`src/rtl/dmem_arb_pkg.sv`:
```
// rtl/dmem_arb_pkg.sv - shared types and constants for the data-memory arbiter
package dmem_arb_pkg;

  localparam int DATA_W = 32;

  // Transaction sequencer states
  typedef enum logic [1:0] {
    IDLE   = 2'd0,
    ACC    = 2'd1,
    RMW_WR = 2'd2,
    RESP   = 2'd3
  } state_t;

  // Access size codes; 2'b11 is handled as a word
  localparam logic [1:0] SZ_BYTE = 2'b00;
  localparam logic [1:0] SZ_HALF = 2'b01;
  localparam logic [1:0] SZ_WORD = 2'b10;

  // Both 2'b10 and 2'b11 are full-word accesses
  function automatic logic is_word(input logic [1:0] size);
    return size[1];
  endfunction

endpackage

```
`src/rtl/dmem_lane_align.sv`:
```
// rtl/dmem_lane_align.sv - sub-word load extend and store merge
module dmem_lane_align
  import dmem_arb_pkg::*;
(
  input  logic [DATA_W-1:0] i_rData,
  input  logic [1:0]        i_size,
  input  logic              i_uns,
  input  logic [DATA_W-1:0] i_old,
  input  logic [DATA_W-1:0] i_data,
  output logic [DATA_W-1:0] o_load,
  output logic [DATA_W-1:0] o_merge
);

  logic w_sign_b;
  logic w_sign_h;

  // Extension bit is the sub-word MSB unless the load is unsigned
  assign w_sign_b = ~i_uns & i_rData[7];
  assign w_sign_h = ~i_uns & i_rData[15];

  // Load: memory always returns addr..addr+3, the access lives in the low lanes
  always_comb begin
    o_load = i_rData;
    case (i_size)
      SZ_BYTE: o_load = {{24{w_sign_b}}, i_rData[7:0]};
      SZ_HALF: o_load = {{16{w_sign_h}}, i_rData[15:0]};
      default: o_load = i_rData;
    endcase
  end

  // Store: keep the untouched upper bytes of the old word
  always_comb begin
    o_merge = i_data;
    case (i_size)
      SZ_BYTE: o_merge = {i_old[31:8], i_data[7:0]};
      SZ_HALF: o_merge = {i_old[31:16], i_data[15:0]};
      default: o_merge = i_data;
    endcase
  end

endmodule

```
`src/rtl/dmem_arbiter.sv`:
```
// rtl/dmem_arbiter.sv - two-port data-memory arbiter with sub-word access
module dmem_arbiter
  import dmem_arb_pkg::*;
#(
  parameter bit RR_EN = 1'b1
) (
  input  logic              clk,
  input  logic              rst,
  input  logic              i_P0_req,
  input  logic              i_P0_we,
  input  logic [1:0]        i_P0_size,
  input  logic              i_P0_uns,
  input  logic [DATA_W-1:0] i_P0_addr,
  input  logic [DATA_W-1:0] i_P0_wData,
  output logic              o_P0_gnt,
  output logic              o_P0_done,
  output logic [DATA_W-1:0] o_P0_rData,
  input  logic              i_P1_req,
  input  logic              i_P1_we,
  input  logic [1:0]        i_P1_size,
  input  logic              i_P1_uns,
  input  logic [DATA_W-1:0] i_P1_addr,
  input  logic [DATA_W-1:0] i_P1_wData,
  output logic              o_P1_gnt,
  output logic              o_P1_done,
  output logic [DATA_W-1:0] o_P1_rData,
  output logic              o_DMem_we,
  output logic [DATA_W-1:0] o_DMem_addr,
  output logic [DATA_W-1:0] o_DMem_wData,
  input  logic [DATA_W-1:0] i_DMem_rData
);

  state_t              r_state;
  logic                r_port;
  logic                r_last;
  logic                r_we;
  logic [1:0]          r_size;
  logic                r_uns;
  logic [DATA_W-1:0]   r_addr;
  logic [DATA_W-1:0]   r_wData;
  logic [DATA_W-1:0]   r_old;
  logic [DATA_W-1:0]   r_P0_rData;
  logic [DATA_W-1:0]   r_P1_rData;

  logic                w_any;
  logic                w_pick1;
  logic                w_grant;
  logic                w_sel_we;
  logic [1:0]          w_sel_size;
  logic                w_sel_uns;
  logic [DATA_W-1:0]   w_sel_addr;
  logic [DATA_W-1:0]   w_sel_wData;
  logic [DATA_W-1:0]   w_load;
  logic [DATA_W-1:0]   w_merge;

  // Port 1 wins when alone, or on a tie when round-robin favours it (port 0 served last)
  assign w_any   = i_P0_req | i_P1_req;
  assign w_pick1 = i_P1_req & (~i_P0_req | (RR_EN & ~r_last));
  assign w_grant = (r_state == IDLE) & w_any & ~rst;

  assign o_P0_gnt = w_grant & ~w_pick1;
  assign o_P1_gnt = w_grant &  w_pick1;

  assign w_sel_we    = w_pick1 ? i_P1_we    : i_P0_we;
  assign w_sel_size  = w_pick1 ? i_P1_size  : i_P0_size;
  assign w_sel_uns   = w_pick1 ? i_P1_uns   : i_P0_uns;
  assign w_sel_addr  = w_pick1 ? i_P1_addr  : i_P0_addr;
  assign w_sel_wData = w_pick1 ? i_P1_wData : i_P0_wData;

  dmem_lane_align u_align (
    .i_rData (i_DMem_rData),
    .i_size  (r_size),
    .i_uns   (r_uns),
    .i_old   (r_old),
    .i_data  (r_wData),
    .o_load  (w_load),
    .o_merge (w_merge)
  );

  // Transaction sequencer: latch the winner, access, optional write-back, respond
  always_ff @(posedge clk or posedge rst) begin
    if (rst) begin
      r_state    <= IDLE;
      r_port     <= 1'b0;
      r_last     <= 1'b1;
      r_we       <= 1'b0;
      r_size     <= 2'b00;
      r_uns      <= 1'b0;
      r_addr     <= '0;
      r_wData    <= '0;
      r_old      <= '0;
      r_P0_rData <= '0;
      r_P1_rData <= '0;
    end else begin
      case (r_state)
        IDLE: begin
          if (w_any) begin
            r_port  <= w_pick1;
            r_we    <= w_sel_we;
            r_size  <= w_sel_size;
            r_uns   <= w_sel_uns;
            r_addr  <= w_sel_addr;
            r_wData <= w_sel_wData;
            r_state <= ACC;
          end
        end
        ACC: begin
          if (!r_we) begin
            if (r_port) r_P1_rData <= w_load;
            else        r_P0_rData <= w_load;
            r_state <= RESP;
          end else if (is_word(r_size)) begin
            r_state <= RESP;
          end else begin
            r_old   <= i_DMem_rData;
            r_state <= RMW_WR;
          end
        end
        RMW_WR: begin
          r_state <= RESP;
        end
        RESP: begin
          r_last  <= r_port;
          r_state <= IDLE;
        end
        default: r_state <= IDLE;
      endcase
    end
  end

  // Memory-side signals decode from the state so reset kills a write at once
  always_comb begin
    o_DMem_we    = 1'b0;
    o_DMem_addr  = '0;
    o_DMem_wData = '0;
    case (r_state)
      ACC: begin
        o_DMem_we    = r_we & is_word(r_size);
        o_DMem_addr  = r_addr;
        o_DMem_wData = r_wData;
      end
      RMW_WR: begin
        o_DMem_we    = 1'b1;
        o_DMem_addr  = r_addr;
        o_DMem_wData = w_merge;
      end
      default: begin
        o_DMem_we    = 1'b0;
        o_DMem_addr  = '0;
        o_DMem_wData = '0;
      end
    endcase
  end

  assign o_P0_done  = (r_state == RESP) & ~r_port;
  assign o_P1_done  = (r_state == RESP) &  r_port;
  assign o_P0_rData = r_P0_rData;
  assign o_P1_rData = r_P1_rData;

endmodule

```
`config.mk`:
```
export PLATFORM = sky130hd
export DESIGN_NAME = dmem_arbiter
export DESIGN_NICKNAME = d
export VERILOG_FILES = /design/src/rtl/dmem_arb_pkg.sv /design/src/rtl/dmem_lane_align.sv /design/src/rtl/dmem_arbiter.sv
export SDC_FILE = /design/constraint.sdc
export NUM_CORES = 1
export LEC_CHECK = 0
export CAP_MARGIN = 15
export CORE_MARGIN = 1
export CORE_UTILIZATION = 43
export CTS_CLUSTER_SIZE = 40
export DETAILED_ROUTE_END_ITERATION = 10
export PLACE_DENSITY = 0.79
export REMOVE_ABC_BUFFERS = 1
export SYNTH_ARGS = -nofsm -noshare
export SYNTH_HDL_FRONTEND = slang
export SYNTH_SLANG_ARGS = --single-unit
```
`constraint.sdc`:
```
create_clock -name clk -period 5.85 [get_ports clk]
set_input_delay 0.8775 -clock clk [delete_from_list [all_inputs] [get_ports clk]]
set_output_delay 0.8775 -clock clk [all_outputs]
set_load 0.005 [all_outputs]
```
== Word-level counts from Yosys, hierarchy flattened ==
Cells that the tools add are included.
Widths: inputs -> output; s select.

* Register bits after elaboration: 168
* Word-level logic and storage cells: 57
* Output and inout port bits: 133
* RAM bits: 0
* Memory bits (read-only): 0
* Bits of input ports: 172
* Memories: 0
* Bits in latches: 0

* Muxes and demuxes: 14
* $add $sub $neg: 0
* Reduce and logical (&&, ||, !) cells: 7
* Equality and inequality tests: 5
* Shift-type cells: 0
* Bitwise logic cells: 20
* Order comparisons: 0
* Div/mod/pow operators: 0
* $mul: 0

{| class="wikitable"
|+ Operators with widths
! operator !! number
|-
| $pmux 32 s2 || 3
|-
| $mux 32 || 3
|-
| $and 1x1->1 || 10
|-
| $reduce_and 3->1 || 3
|-
| $not 1->1 || 8
|-
| $pmux 2 s4 || 1
|-
| $eq 2x1->1 const B || 2
|-
| $eq 2x2->1 const B || 2
|-
| $logic_not 2->1 || 2
|-
| $mux 1 || 4
|-
| $mux 2 || 2
|-
| $ne 2x2->1 const B || 1
|-
| $or 1x1->1 || 2
|-
| $pmux 1 s2 || 1
|-
| $reduce_and 2->1 || 1
|-
| $reduce_or 2->1 || 1
|}

== Longest topological paths before layout ==
* Word-level depth: 5
* Mapped depth: 7

== By module ==
Synthesis repeated with hierarchy kept, for this count alone.

* Cells, all modules: 810
* Area total of the unflattened synthesis: 8360.5 um2

{| class="wikitable"
|+ By module, submodules not included
! module !! times used !! area an instance (um2) !! cells each
|-
| dmem_arbiter || 1 || 7613.6 || 717
|-
| dmem_lane_align || 1 || 747.0 || 93
|}

== Worst setup path before layout ==
OpenSTA, ideal clock, no wires.

* Path type: input port to output port
* From: input i_P1_req
* To: output o_P1_gnt
* Path slack: 3.370 ns
* Stages on the path: 4
* Buffers on the path: 1
* Data required time: 4.973 ns
* Arrival time: 1.602 ns
* Path through: a21boi_2 -> clkbuf_1 -> nand2_1 -> nor2_1

* Word-level cells in the longest chain between the ends: 4
* Elaborated cells on any way between the ends: 5
* Classes of those cells: bitwise (5)

{| class="wikitable"
|+ Ends and longest elaborated chain
! element !! line !! source
|-
| start: declaration || dmem_arbiter.sv:18 || <nowiki>input logic i_P1_req,</nowiki>
|-
| $or 1x1->1 || dmem_arbiter.sv:57 || <nowiki>assign w_any = i_P0_req | i_P1_req;</nowiki>
|-
| $and 1x1->1 (2 in a row) || dmem_arbiter.sv:59 || <nowiki>assign w_grant = (r_state == IDLE) & w_any & ~rst;</nowiki>
|-
| $and 1x1->1 (*) || dmem_arbiter.sv:62 || <nowiki>assign o_P1_gnt = w_grant & w_pick1;</nowiki>
|-
| end: declaration || dmem_arbiter.sv:24 || <nowiki>output logic o_P1_gnt,</nowiki>
|}

Every way passes the cells marked *; elsewhere a longest branch is shown, timed or not.

== Worst setup path in the final report ==
* From: register r_state[0]
* To: output o_DMem_wData[12]

* Word-level cells in the longest chain between the ends: 2
* Elaborated cells on any way between the ends: 3
* Classes of those cells: eq/ne (2); mux (1)

{| class="wikitable"
|+ Ends and longest elaborated chain
! element !! line !! source
|-
| start: declaration || dmem_arbiter.sv:33 || <nowiki>state_t r_state;</nowiki>
|-
| start signal: assignment || dmem_arbiter.sv:83 || <nowiki>r_state <= IDLE;</nowiki>
|-
| start signal: assignment || dmem_arbiter.sv:104 || <nowiki>r_state <= ACC;</nowiki>
|-
| start signal: assignment || dmem_arbiter.sv:111 || <nowiki>r_state <= RESP;</nowiki>
|-
| $eq 2x2->1 or $eq 2x1->1 (tied branches) || dmem_arbiter.sv:136 || <nowiki>case (r_state)</nowiki>
|-
| $pmux 32 s2 (*) || dmem_arbiter.sv:136 ||
|-
| end: declaration || dmem_arbiter.sv:29 || <nowiki>output logic [DATA_W-1:0] o_DMem_wData,</nowiki>
|}

Marked as above.

==> impl_metrics.ini <==
[hold_path]
hold_end = o_P1_rData[0]
hold_depth = 1
hp-start = o_P1_rData[0]
worstHoldPathType = reg2reg

[worst_setup_path]
startpoint_type = flip-flop
cp_max_fo = 17
worstPathArrival_ps = 3070
r2r-start = r_state[1]
crit_type = reg2out
r2r-end = o_P0_rData[2]
rr_worst_depth = 5
ff2ff_setup_slack_ps = 3190
worstPathRequired_ps = 4970
end_kind = primary output

[routing]
drc = 0
vias = 6818
drt.antenna.violating_nets = 0
wl_microns = 22940
routed_via_density = 5.327
drt_iter0_markers = 311
drt-pass1-iter-count = 5
wire_per_inst_microns = 17.92

[yosys]
synthArstFlopShare = 1.000
ys_seq_area_frac = 0.5440
synth_area_leaders = dfrtp_1, a21oi_1, mux2_2
synth_edf_count = 0
synth.distinct_cells = 36
netlist_area_sq_mm = 0.007362
yosysMostFrequentCell = a21oi_1
yosysWarningCount = 0
ys.flop_type = dfrtp_1
synth_commonest_cells = a21oi_1, dfrtp_1, nor2_1
synth.top_cell.area_share = 0.5404
syn-mean-instance-area_sq_um = 9.499
ys_seq_elements = 160
syn_inst = 775
yosysTopAreaCell = dfrtp_1

[global_route]
grt_use_total = 0.2692
grt_max_degree = 115
grt_pass1_wl_microns = 36930
antenna_found_initial = 0
grt_pass1_vias = 7093
gr-total-overflow = 0

[clocking]
cts-hold-fix-buffers = 0
cts-htree-levels = 4
cts_tree = yes
clk_pin_slew_ps = 70
numCtsBuffers = 17
clk-insertion-delay-late_ps = 420
cts_root_buf = clkbuf_16
post_cts_buffers = 0
ctsResizeCount = 0
clock_path_buffers = 2
cts.sinks = 160

[final_layout]
syn_to_final_growth_pct = 51.36
n_antenna_cell = 0
drive_above_1_share = 0.09151
finalNetCount = 1225
final_area_sq_mm = 0.01114

[place]
gp_congestion = 0.8379
dpl-instance-area_sq_mm = 0.01050
dp_hpwl_microns = 15360
placement.io_buffers = 304
dp_slack_ps = 2345

[sta]
whs_ps = 510.7
hold_viol_final = 0
tns_ps = 0
slew_violations = 0
skew_ps = 7.076
period_share = 0.6754
rsz0062_at_grt = no
setup_ws_ps = 1899
timing.fmax_mhz = 253.1
tightest_slew_ps = 1118
fin_crit_ps = 3951
final-setup-viol-count = 0
maxSlewHeadroom = 0.2547

[die]
start_util = 0.4424
coreArea_sq_mm = 0.01664
rows = 47
die_area_sq_mm = 0.01765
die_h_microns = 132.8
io_pins = 305
die_x_microns = 132.8

[outcome]
outcome = finished clean

[power]
max-vdd-ir-drop_v = 0.0003977
p_leak_nw = 4.579
power_w = 0.006310
power_density_mw_per_mm2 = 566.3

[job]
drv_cap = 0
-- registers in the layout, summed over array words and instances, names as in the netlist --
signal and flops:
o_P0_rData 32, o_P1_rData 32, r_addr 32, r_last 1, r_old 24, r_port 1, r_size 2, r_state 2
r_uns 1, r_wData 32, r_we 1
-- layout by cell type (no fill, tap or decap), types with 2 or more instances in the layout --
cell type | synthesis | routed
clkdlybuf4s50_1 | 0 | 304
a21oi_1 | 160 | 160
dfrtp_1 | 159 | 159
nor2_1 | 117 | 117
nand2_1 | 90 | 90
mux2_2 | 41 | 41
and2_1 | 41 | 41
a31oi_1 | 30 | 30
nor2b_1 | 19 | 18
a22oi_1 | 17 | 17
clkbuf_16 | 0 | 17
buf_4 | 0 | 9
a22o_1 | 8 | 8
inv_6 | 0 | 5
ha_1 | 5 | 5
clkinvlp_4 | 0 | 4
inv_1 | 4 | 3
o21ai_0 | 3 | 3
bufinv_16 | 0 | 3
and3b_2 | 1 | 2
a31oi_2 | 2 | 2
inv_8 | 0 | 2
-- through the flow --
stage	utilization	cells
CTS	0.6679	1279
global placement	0.6309	1248
detailed placement	0.6309	1248
global route	0.6696	1280
finish	0.6696	1280
floorplan	-	715
-- cell families after synthesis --
group	Yosys count	synth area share
and+or+nand+nor	276	0.1674
AOI/OAI and AO/OA	228	0.1754
DFF	160	0.5440
buffers and inverters	64	0.04062
muxes	42	0.06407
adders and majority gates	5	0.008498
-- layer usage --
metal | track usage | part of all wire | routed length, microns
met5 | 0 | 0 | 0
met3 | 0.07471 | 0.081 | 1853
met2 | 0.4511 | 0.49 | 11230
met4 | 0.1322 | 0.039 | 898
met1 | 0.3176 | 0.39 | 8958
-- worst max-delay path: stages (launching register included) --
cell	delay, ps
dfrtp_1	400
inv_1	140
ha_1	250
nor2b_2	730
and3b_2	440
a22o_1	160
clkdlybuf4s50_1	520
-- worst max-delay path by stage --
stage / from / endpoint / slack (ps) / cells past startpoint
3_5_place_dp: r_state[0] / o_DMem_wData[12] / 2340 / 6
5_1_grt: r_state[0] / o_DMem_wData[13] / 1710 / 6
3_3_place_gp: r_state[0] / o_DMem_wData[12] / 2390 / 6
6_report: r_state[0] / o_DMem_wData[12] / 1900 / 6
4_1_cts: r_state[0] / o_DMem_wData[12] / 1870 / 6
2_1_floorplan: rst / o_P0_rData[0] / 650 / 1
-- area by class of cell --
type	instances	area (sq um)
flip-flops and latches	160	4005
well taps	220	275.3
multi-input cells	551	3088
repair buffers	314	3138
clock buffers	18	439.2
clock inverters	13	177.7
inverters	4	20.02
fillers	1343	5499
-- power by group --
| group | switching [W] | total, W | internal (W) |
|---|---|---|---|
| combinational | 0.00139 | 0.00316 | 0.00176 |
| clock | 0.000480 | 0.00117 | 0.000692 |
| sequential | 0.000319 | 0.00198 | 0.00166 |
Note: power is estimated with default switching activity, not from simulation.
